**config.mk**
```make
export PLATFORM = sky130hd
export DESIGN_NAME = pc_alu_branch_unit
export DESIGN_NICKNAME = d
export VERILOG_FILES = /design/src/rtl/rv_core_pkg.sv /design/src/rtl/alu_core.sv /design/src/rtl/pc_alu_branch_unit.sv
export SDC_FILE = /design/constraint.sdc
export NUM_CORES = 1
export LEC_CHECK = 0
export CAP_MARGIN = 5
export CORE_ASPECT_RATIO = 1.75
export CORE_MARGIN = 2
export CORE_UTILIZATION = 50
export CTS_CLUSTER_DIAMETER = 120
export CTS_CLUSTER_SIZE = 16
export DETAILED_ROUTE_END_ITERATION = 8
export GPL_TIMING_DRIVEN = 0
export HOLD_SLACK_MARGIN = 0.12
export PLACE_DENSITY_LB_ADDON = 0.12
export SETUP_SLACK_MARGIN = 0.1
export SYNTH_ARGS = -nofsm -noshare
export SYNTH_HDL_FRONTEND = slang
export SYNTH_SLANG_ARGS = --single-unit
```
**constraint.sdc**
```tcl
create_clock -name clk -period 9 [get_ports clk]
set_input_delay 1.35 -clock clk [delete_from_list [all_inputs] [get_ports clk]]
set_output_delay 1.35 -clock clk [all_outputs]
set_load 0.01 [all_outputs]
```
**src/rtl/rv_core_pkg.sv**
```systemverilog
// Shared types and constants for the RV32 core datapath slice.
package rv_core_pkg;

    localparam int unsigned XLEN = 32;

    typedef enum logic [2:0] {
        ALU_ADD    = 3'b000,
        ALU_SUB    = 3'b001,
        ALU_AND    = 3'b010,
        ALU_OR     = 3'b011,
        ALU_XOR    = 3'b100,
        ALU_PASS_B = 3'b101
    } alu_op_e;

    // RISC-V funct3 encoding; 3'b011 is also a non-branch slot.
    typedef enum logic [2:0] {
        BR_BEQ  = 3'b000,
        BR_BNE  = 3'b001,
        BR_NONE = 3'b010,
        BR_BLT  = 3'b100,
        BR_BGE  = 3'b101,
        BR_BLTU = 3'b110,
        BR_BGEU = 3'b111
    } branch_type_e;

endpackage

```
**src/rtl/alu_core.sv**
```systemverilog
// 32-bit integer ALU with zero/neg/carry/overflow flags, purely combinational.
module alu_core
    import rv_core_pkg::*;
(
    input  logic [XLEN-1:0] a,
    input  logic [XLEN-1:0] b,
    input  logic [2:0]      op,
    output logic [XLEN-1:0] result,
    output logic            zero,
    output logic            neg,
    output logic            c_out,
    output logic            over
);

    logic [XLEN:0] sum;

    // Operation select; carry/overflow only meaningful for ADD/SUB.
    always_comb begin
        sum    = '0;
        result = '0;
        c_out  = 1'b0;
        over   = 1'b0;
        case (alu_op_e'(op))
            ALU_ADD: begin
                sum    = {1'b0, a} + {1'b0, b};
                result = sum[XLEN-1:0];
                c_out  = sum[XLEN];
                over   = (a[XLEN-1] == b[XLEN-1]) && (result[XLEN-1] != a[XLEN-1]);
            end
            ALU_SUB: begin
                sum    = {1'b0, a} + {1'b0, ~b} + (XLEN+1)'(1);
                result = sum[XLEN-1:0];
                c_out  = sum[XLEN];
                over   = (a[XLEN-1] != b[XLEN-1]) && (result[XLEN-1] != a[XLEN-1]);
            end
            ALU_AND:    result = a & b;
            ALU_OR:     result = a | b;
            ALU_XOR:    result = a ^ b;
            ALU_PASS_B: result = b;
            default:    result = '0;
        endcase
    end

    assign zero = (result == '0);
    assign neg  = result[XLEN-1];

endmodule

```
**src/rtl/pc_alu_branch_unit.sv**
```systemverilog
// IF-stage program counter plus EX-stage ALU and branch decider.
module pc_alu_branch_unit
    import rv_core_pkg::*;
#(
    parameter logic [31:0] RESET_PC = 32'h0000_0000,
    parameter int unsigned PC_STEP  = 4
) (
    input  logic        clk,
    input  logic        reset,
    input  logic        pc_src,
    input  logic        stall,
    input  logic [31:0] jump_addr,
    output logic [31:0] i_addr,
    output logic        i_valid,
    input  logic [31:0] alu_a,
    input  logic [31:0] alu_b,
    input  logic [2:0]  alu_op,
    output logic [31:0] result,
    output logic        zero,
    output logic        neg,
    output logic        c_out,
    output logic        over,
    input  logic [2:0]  branch_type,
    output logic        branch_taken
);

    // Low address bits are forced to zero on redirect.
    logic unused_jump_lsbs;
    assign unused_jump_lsbs = ^jump_addr[1:0];

    // PC register: redirect beats stall; stalled slot is flagged as a replay.
    always_ff @(posedge clk or posedge reset) begin
        if (reset) begin
            i_addr  <= RESET_PC;
            i_valid <= 1'b0;
        end else begin
            if (pc_src) begin
                i_addr <= {jump_addr[31:2], 2'b00};
            end else if (!stall) begin
                i_addr <= i_addr + 32'(PC_STEP);
            end
            i_valid <= pc_src | ~stall;
        end
    end

    alu_core u_alu_core (
        .a      (alu_a),
        .b      (alu_b),
        .op     (alu_op),
        .result (result),
        .zero   (zero),
        .neg    (neg),
        .c_out  (c_out),
        .over   (over)
    );

    // Branch condition from the ALU flags (caller drives SUB for compares).
    always_comb begin
        branch_taken = 1'b0;
        case (branch_type_e'(branch_type))
            BR_BEQ:  branch_taken = zero;
            BR_BNE:  branch_taken = ~zero;
            BR_BLT:  branch_taken = neg ^ over;
            BR_BGE:  branch_taken = ~(neg ^ over);
            BR_BLTU: branch_taken = ~c_out;
            BR_BGEU: branch_taken = c_out;
            default: branch_taken = 1'b0;
        endcase
    end

endmodule

```
### Yosys cells after proc, flatten, opt, wreduce, memory -nomap -nowiden

Index checks and enable logic that the tools add are counted.

| storage, ports and cells | value |
|---|---|
| flip-flop bits (word level) | 33 |
| latch bits | 0 |
| memory bits (writable) | 0 |
| ROM bits | 0 |
| input port bits | 106 |
| output and inout bits | 70 |
| word-level logic and storage cells | 42 |
| memories | 0 |

| cells by class | value |
|---|---|
| add/subtract/negate cells | 4 |
| $mul | 0 |
| div/mod/pow operators | 0 |
| magnitude comparators | 0 |
| equal/unequal tests | 15 |
| shift operators | 0 |
| muxes and demuxes | 6 |
| bitwise gates (word level) | 10 |
| reduce and logical (&&, ||, !) cells | 5 |

Operator list:

| operator | number |
|---|---|
| 32-bit one-hot mux with 6 select lines | 1 |
| 32-bit by 32-bit adder with 33-bit output | 2 |
| 32-bit two-way mux | 2 |
| 33-bit by 1-bit adder with 33-bit output, second input constant | 1 |
| 32-bit by 3-bit adder with 32-bit output, second input constant | 1 |
| 32-bit AND | 1 |
| 32-bit zero test | 1 |
| 32-bit NOT | 1 |
| 32-bit OR | 1 |
| 32-bit bitwise XOR | 1 |
| 3-bit equality test, second input constant | 6 |
| 3-bit by 1-bit equality test with 1-bit output, second input constant | 2 |
| 3-bit by 2-bit equality test with 1-bit output, second input constant | 2 |
| 3-bit zero test | 2 |
| 1-bit one-hot mux with 6 select lines | 1 |
| 1-bit NOT | 4 |
| 1-bit one-hot mux with 2 select lines | 2 |
| 1-bit != test | 3 |
| 1-bit logical AND | 2 |
| 2-bit != test, second input constant | 1 |
| 1-bit equality test | 1 |
| 1-bit OR | 1 |
| 1-bit bitwise XOR | 1 |

### Logic depth before layout (Yosys ltp)

| logic depth | value |
|---|---|
| depth in word-level cells | 9 |
| mapped depth | 17 |
| depth with buffers taken out | 17 |

### Modules after synthesis

From an unflattened synthesis, not the netlist that was laid out.

| second synthesis, totals | value |
|---|---|
| cell total of the unflattened synthesis | 1,147 |
| area, all modules | 8,036.5 um^2 |

By module, submodules not included:

| module | instances | cells an instance | area each (um^2) | sequential area each (um^2) |
|---|---|---|---|---|
| alu_core | 1 | 936 | 6,175.9 | 0.0 |
| pc_alu_branch_unit | 1 | 211 | 1,860.5 | 775.7 |

### Least setup slack after synthesis

OpenSTA, ideal clock, no wires.

| path | value |
|---|---|
| path kind | input -> output |
| start | in alu_a[0] |
| end | out branch_taken |
| arrival | 5,079 ps |
| setup slack | 2,571 ps |
| stages | 17 |
| path buffers | 0 |
| path through | inv_1 ha_1 inv_1 fa_1 nor2b_1 o311a_1 nor3b_1 a311oi_1 o21ai_1 or4_1 nor4_1 nand3b_1 or4_1 nor4_1 nand4_1 or4_1 nand4b_1 |

RTL lines:

| what | line | text |
|---|---|---|
| from (decl) | pc_alu_branch_unit.sv:15 | `input logic [31:0] alu_a,` |
| 32-bit by 32-bit adder with 33-bit output | alu_core.sv:31 | `sum = {1'b0, a} + {1'b0, ~b} + (XLEN+1)'(1);` |
| 33-bit by 1-bit adder with 33-bit output | alu_core.sv:31 |  |
| 32-bit one-hot mux with 6 select lines * | alu_core.sv:23 | `case (alu_op_e'(op))` |
| via result[4] | pc_alu_branch_unit.sv:18 | `output logic [31:0] result,` |
| 32-bit zero test * | alu_core.sv:44 | `assign zero = (result == '0);` |
| 1-bit NOT | pc_alu_branch_unit.sv:62 | `BR_BNE: branch_taken = ~zero;` |
| 1-bit one-hot mux with 6 select lines * | pc_alu_branch_unit.sv:60 | `case (branch_type_e'(branch_type))` |
| to (decl) | pc_alu_branch_unit.sv:24 | `output logic branch_taken` |

The timed path passes the listed nets; every way through them passes the cells marked *.

### Worst setup path after layout

| path | value |
|---|---|
| start | in alu_a[14] |
| end | out branch_taken |

| on the way | value |
|---|---|
| word-level cells in the longest chain between the ends | 8 |

Ends and longest elaborated chain:

| what | line |
|---|---|
| branches (longest 7 deep; another with 32-bit by 32-bit adder with 33-bit output) | - |
| 1-bit one-hot mux with 6 select lines * | pc_alu_branch_unit.sv:60 |

Every way passes the cells marked *.

==> impl_results.md <==
- Status: completed
- Pwr/cell area: 99.4 nW/um2
- Number of global-route vias before repair: 9382
- Worst R2R Start: i_addr[8]$_DFFE_PP0N_
- Drt pass-1 iters: 7
- H-tree Lvls: 2
- I/O pin count: 176
- Routed WL: 32700 um
- Clock skew: 7.07 ps
- CP max stage cell: or4_1
- Final core occ: 0.648
- DP Wirelength: 26500 um
- Initial core utilization: 0.510
- Crit path time final: 8530 ps
- Max incr delay on CP: 650 ps
- Sequential share of the synthesized area: 0.0988
- VDD IR-drop max: 0.0000690 V
- DR WL/cell: 22.0 um
- Clk buf depth: 2
- Cell count of the worst reg-to-reg path: 10
- Final hold vios: 0
- Buffers and inverters on the worst path: 4
- Top FF cell, synth: dfrtp_1
- Core box area: 15400 um2
- Crit end category: output port
- Async set-reset flop share out of synthesis: 1.00
- Initial antenna violation count: 0
- CP delay by family, top: simple AND/OR/NAND/NOR gates
- Yosys Warn Count: 0
- Avg Cell Area, Syn: 6.99 um2
- Kind of critical path: in2out
- All-layer global routing usage: 0.376
- Top post-synthesis cells by area: ha_1 (17%), dfrtp_1 (9.9%), a21oi_1 (6.4%)
- R2R Path End: i_addr[30]$_DFFE_PP0N_
- Synth top cells by count: inv_1 (112), nor2_1 (112), ha_1 (104)
- Largest net degree at the start of global routing: 32
- Critical Path RT: 7650 ps
- Overall Power: 0.991 mW
- CP arrival: 7180 ps
- Crit path launch: alu_a[14]
- Post_cts resized: 0
- Period utilization: 0.948
- CTS tree: done
- FP Rows: 60
- Post CTS Setup Buffer Count: 0
- MaxCap Viol Count: 0
- Yosys reg bits: 31
- Worst-margin pin slew: 958 ps
- Critical path destination: branch_taken
- Port Buf Inserts: 168
- Root buffer cell: clkbuf_16
- Grt total ovfl: 0
- Levels on crit path: 18
- First-pass GRT wire length: 49700 um
- R2r setup slk: 6500 ps
- Post-DR vias/cell: 6.42
- Post-Syn Instances: 1123
- CTS hold repair buffers: 0
- CTS buffer count: 5
- Die ar.: 16800 um2
- GP Congestion: 1.01
- Clock Latency Late Sink: 290 ps
- Area leader, netlist: ha_1
- Post-Synthesis Cell Area: 7850 um2
- Die Span Y: 170 um
- Crit path cell chain: clkdlybuf4s50_1 -> inv_1 -> ha_1 -> buf_2 -> nor4_4 -> nand2_1 -> a211oi_2 -> a211oi_4 -> o31ai_4 -> a21oi_1 -> a2111oi_0 -> a21oi_1 -> or4_1 -> nor4_1 -> nand4_1 -> or4_1 -> nand4b_1 -> clkdlybuf4s50_1
- Final #Nets: 1512
- Area grow syn2layout: 27.1%
- Setup violations, final: 0
- Cell variety after synth: 94
- Slew headroom: 0.362
- Lkg Pwr: 4.31 nW
- Share of cells above drive strength 1: 0.0600
- Clk sinks: 31
- Vias: 9551
- Clock Pin Slew Worst Setup and Hold Paths: 50 ps
- Die width: 98.7 um
- HP Class: reg2reg
- RSZ-0062 raised after global routing: no
- EDFF count, synth: 0
- Drc violations: 0
- ANT cells: 0
- Remaining antenna violation count: 0
- Setup TNS: 0 ps
- Type of origin of the critical path: input port
- Top cell type's share of synthesized area: 0.166
- Pins Over Slew Limit: 0
- Initial DRC count: 679
- CP Max Fanout: 10
- Fmax: 0.117 GHz
[state kept, by name, indices dropped and copies added, names as in the netlist]
signal   cells
i_valid      1
i_addr      30
[worst min-delay path: stages (launching register included)]
cell	delay [ps]
dfrtp_1	360
xnor2_1	120
o21ai_0	60
[per-stage QoR]
step	instance area [um2]	hold slack, ps	setup slack, ps	instances
after floorplan	7860	608	2570	1124
after global placement	9770	577	573	1478
after detailed placement	9770	575	581	1478
after CTS	9950	587	563	1486
after global routing	9980	623	183	1487
final	9980	584	468	1487
[metal layers]
metal	global-route usage	part of all wire	wire length [um]
met5	0	0	0
met4	0.313	0.093	3030
met3	0.0408	0.067	2200
met2	0.697	0.52	17000
met1	0.363	0.32	10500
[kinds of logic after synthesis]
family | Yosys count | synth area share
mux | 21 | 0.0290
xor+xnor | 43 | 0.0480
compound gates | 381 | 0.338
flops | 31 | 0.0988
other cells | 1 | 0.000477
buf+inv | 179 | 0.0946
fa+ha+maj | 106 | 0.171
simple gates | 361 | 0.220
[cell usage in the layout, fill, tap and decap left out, types with 6 or more instances in the layout]
cell type / netlist / layout
buf_2: 21 / 21
nor3_1: 26 / 26
xor2_1: 19 / 19
nor4_1: 6 / 6
o21bai_1: 12 / 12
o21ai_0: 76 / 76
mux2i_1: 16 / 16
clkdlybuf4s50_1: 0 / 168
o22ai_1: 9 / 9
nand2b_1: 9 / 9
ha_1: 104 / 104
o221ai_1: 9 / 9
o211ai_1: 19 / 19
or4_1: 7 / 7
o21a_1: 9 / 9
inv_1: 112 / 112
nor2_1: 112 / 112
clkbuf_1: 31 / 31
a21o_1: 14 / 14
and3_1: 12 / 12
nor2b_1: 8 / 8
a21oi_1: 101 / 101
a211oi_1: 27 / 27
buf_4: 10 / 10
nand4_1: 13 / 13
nand2_1: 95 / 95
dfrtp_1: 31 / 31
a31oi_1: 11 / 11
nand3_1: 41 / 41
xnor2_1: 24 / 24
or3_1: 6 / 6
o31ai_1: 10 / 9
[area by class of cell]
cell class              count  area, um2
well taps                 186        233
clock buffers               6        139
flip-flops and latches     31        776
inverters                 113        424
multi-input cells         914       6340
clock inverters             2       35.0
fillers                  1400       5410
repair buffers            169       1710
plain buffers              66        319
[power by group]
part / internal [mW] / switching [mW]
registers: 0.153 / 0.0157
clock network: 0.138 / 0.0651
logic: 0.262 / 0.359
total: 0.552 / 0.439
[worst min-delay path by stage]
stage,from,to,cells after the start,slack [ps]
finish,i_addr[31]$_DFFE_PP0N_,i_addr[31]$_DFFE_PP0N_,2,580
detailed placement,i_addr[31]$_DFFE_PP0N_,i_addr[31]$_DFFE_PP0N_,2,580
floorplan,i_addr[31]$_DFFE_PP0N_,i_addr[31]$_DFFE_PP0N_,2,610
global route,i_addr[31]$_DFFE_PP0N_,i_addr[31]$_DFFE_PP0N_,2,620
CTS,i_addr[31]$_DFFE_PP0N_,i_addr[31]$_DFFE_PP0N_,2,590
global placement,i_addr[31]$_DFFE_PP0N_,i_addr[31]$_DFFE_PP0N_,2,580
No activity file was read; power rests on OpenSTA's default activity.
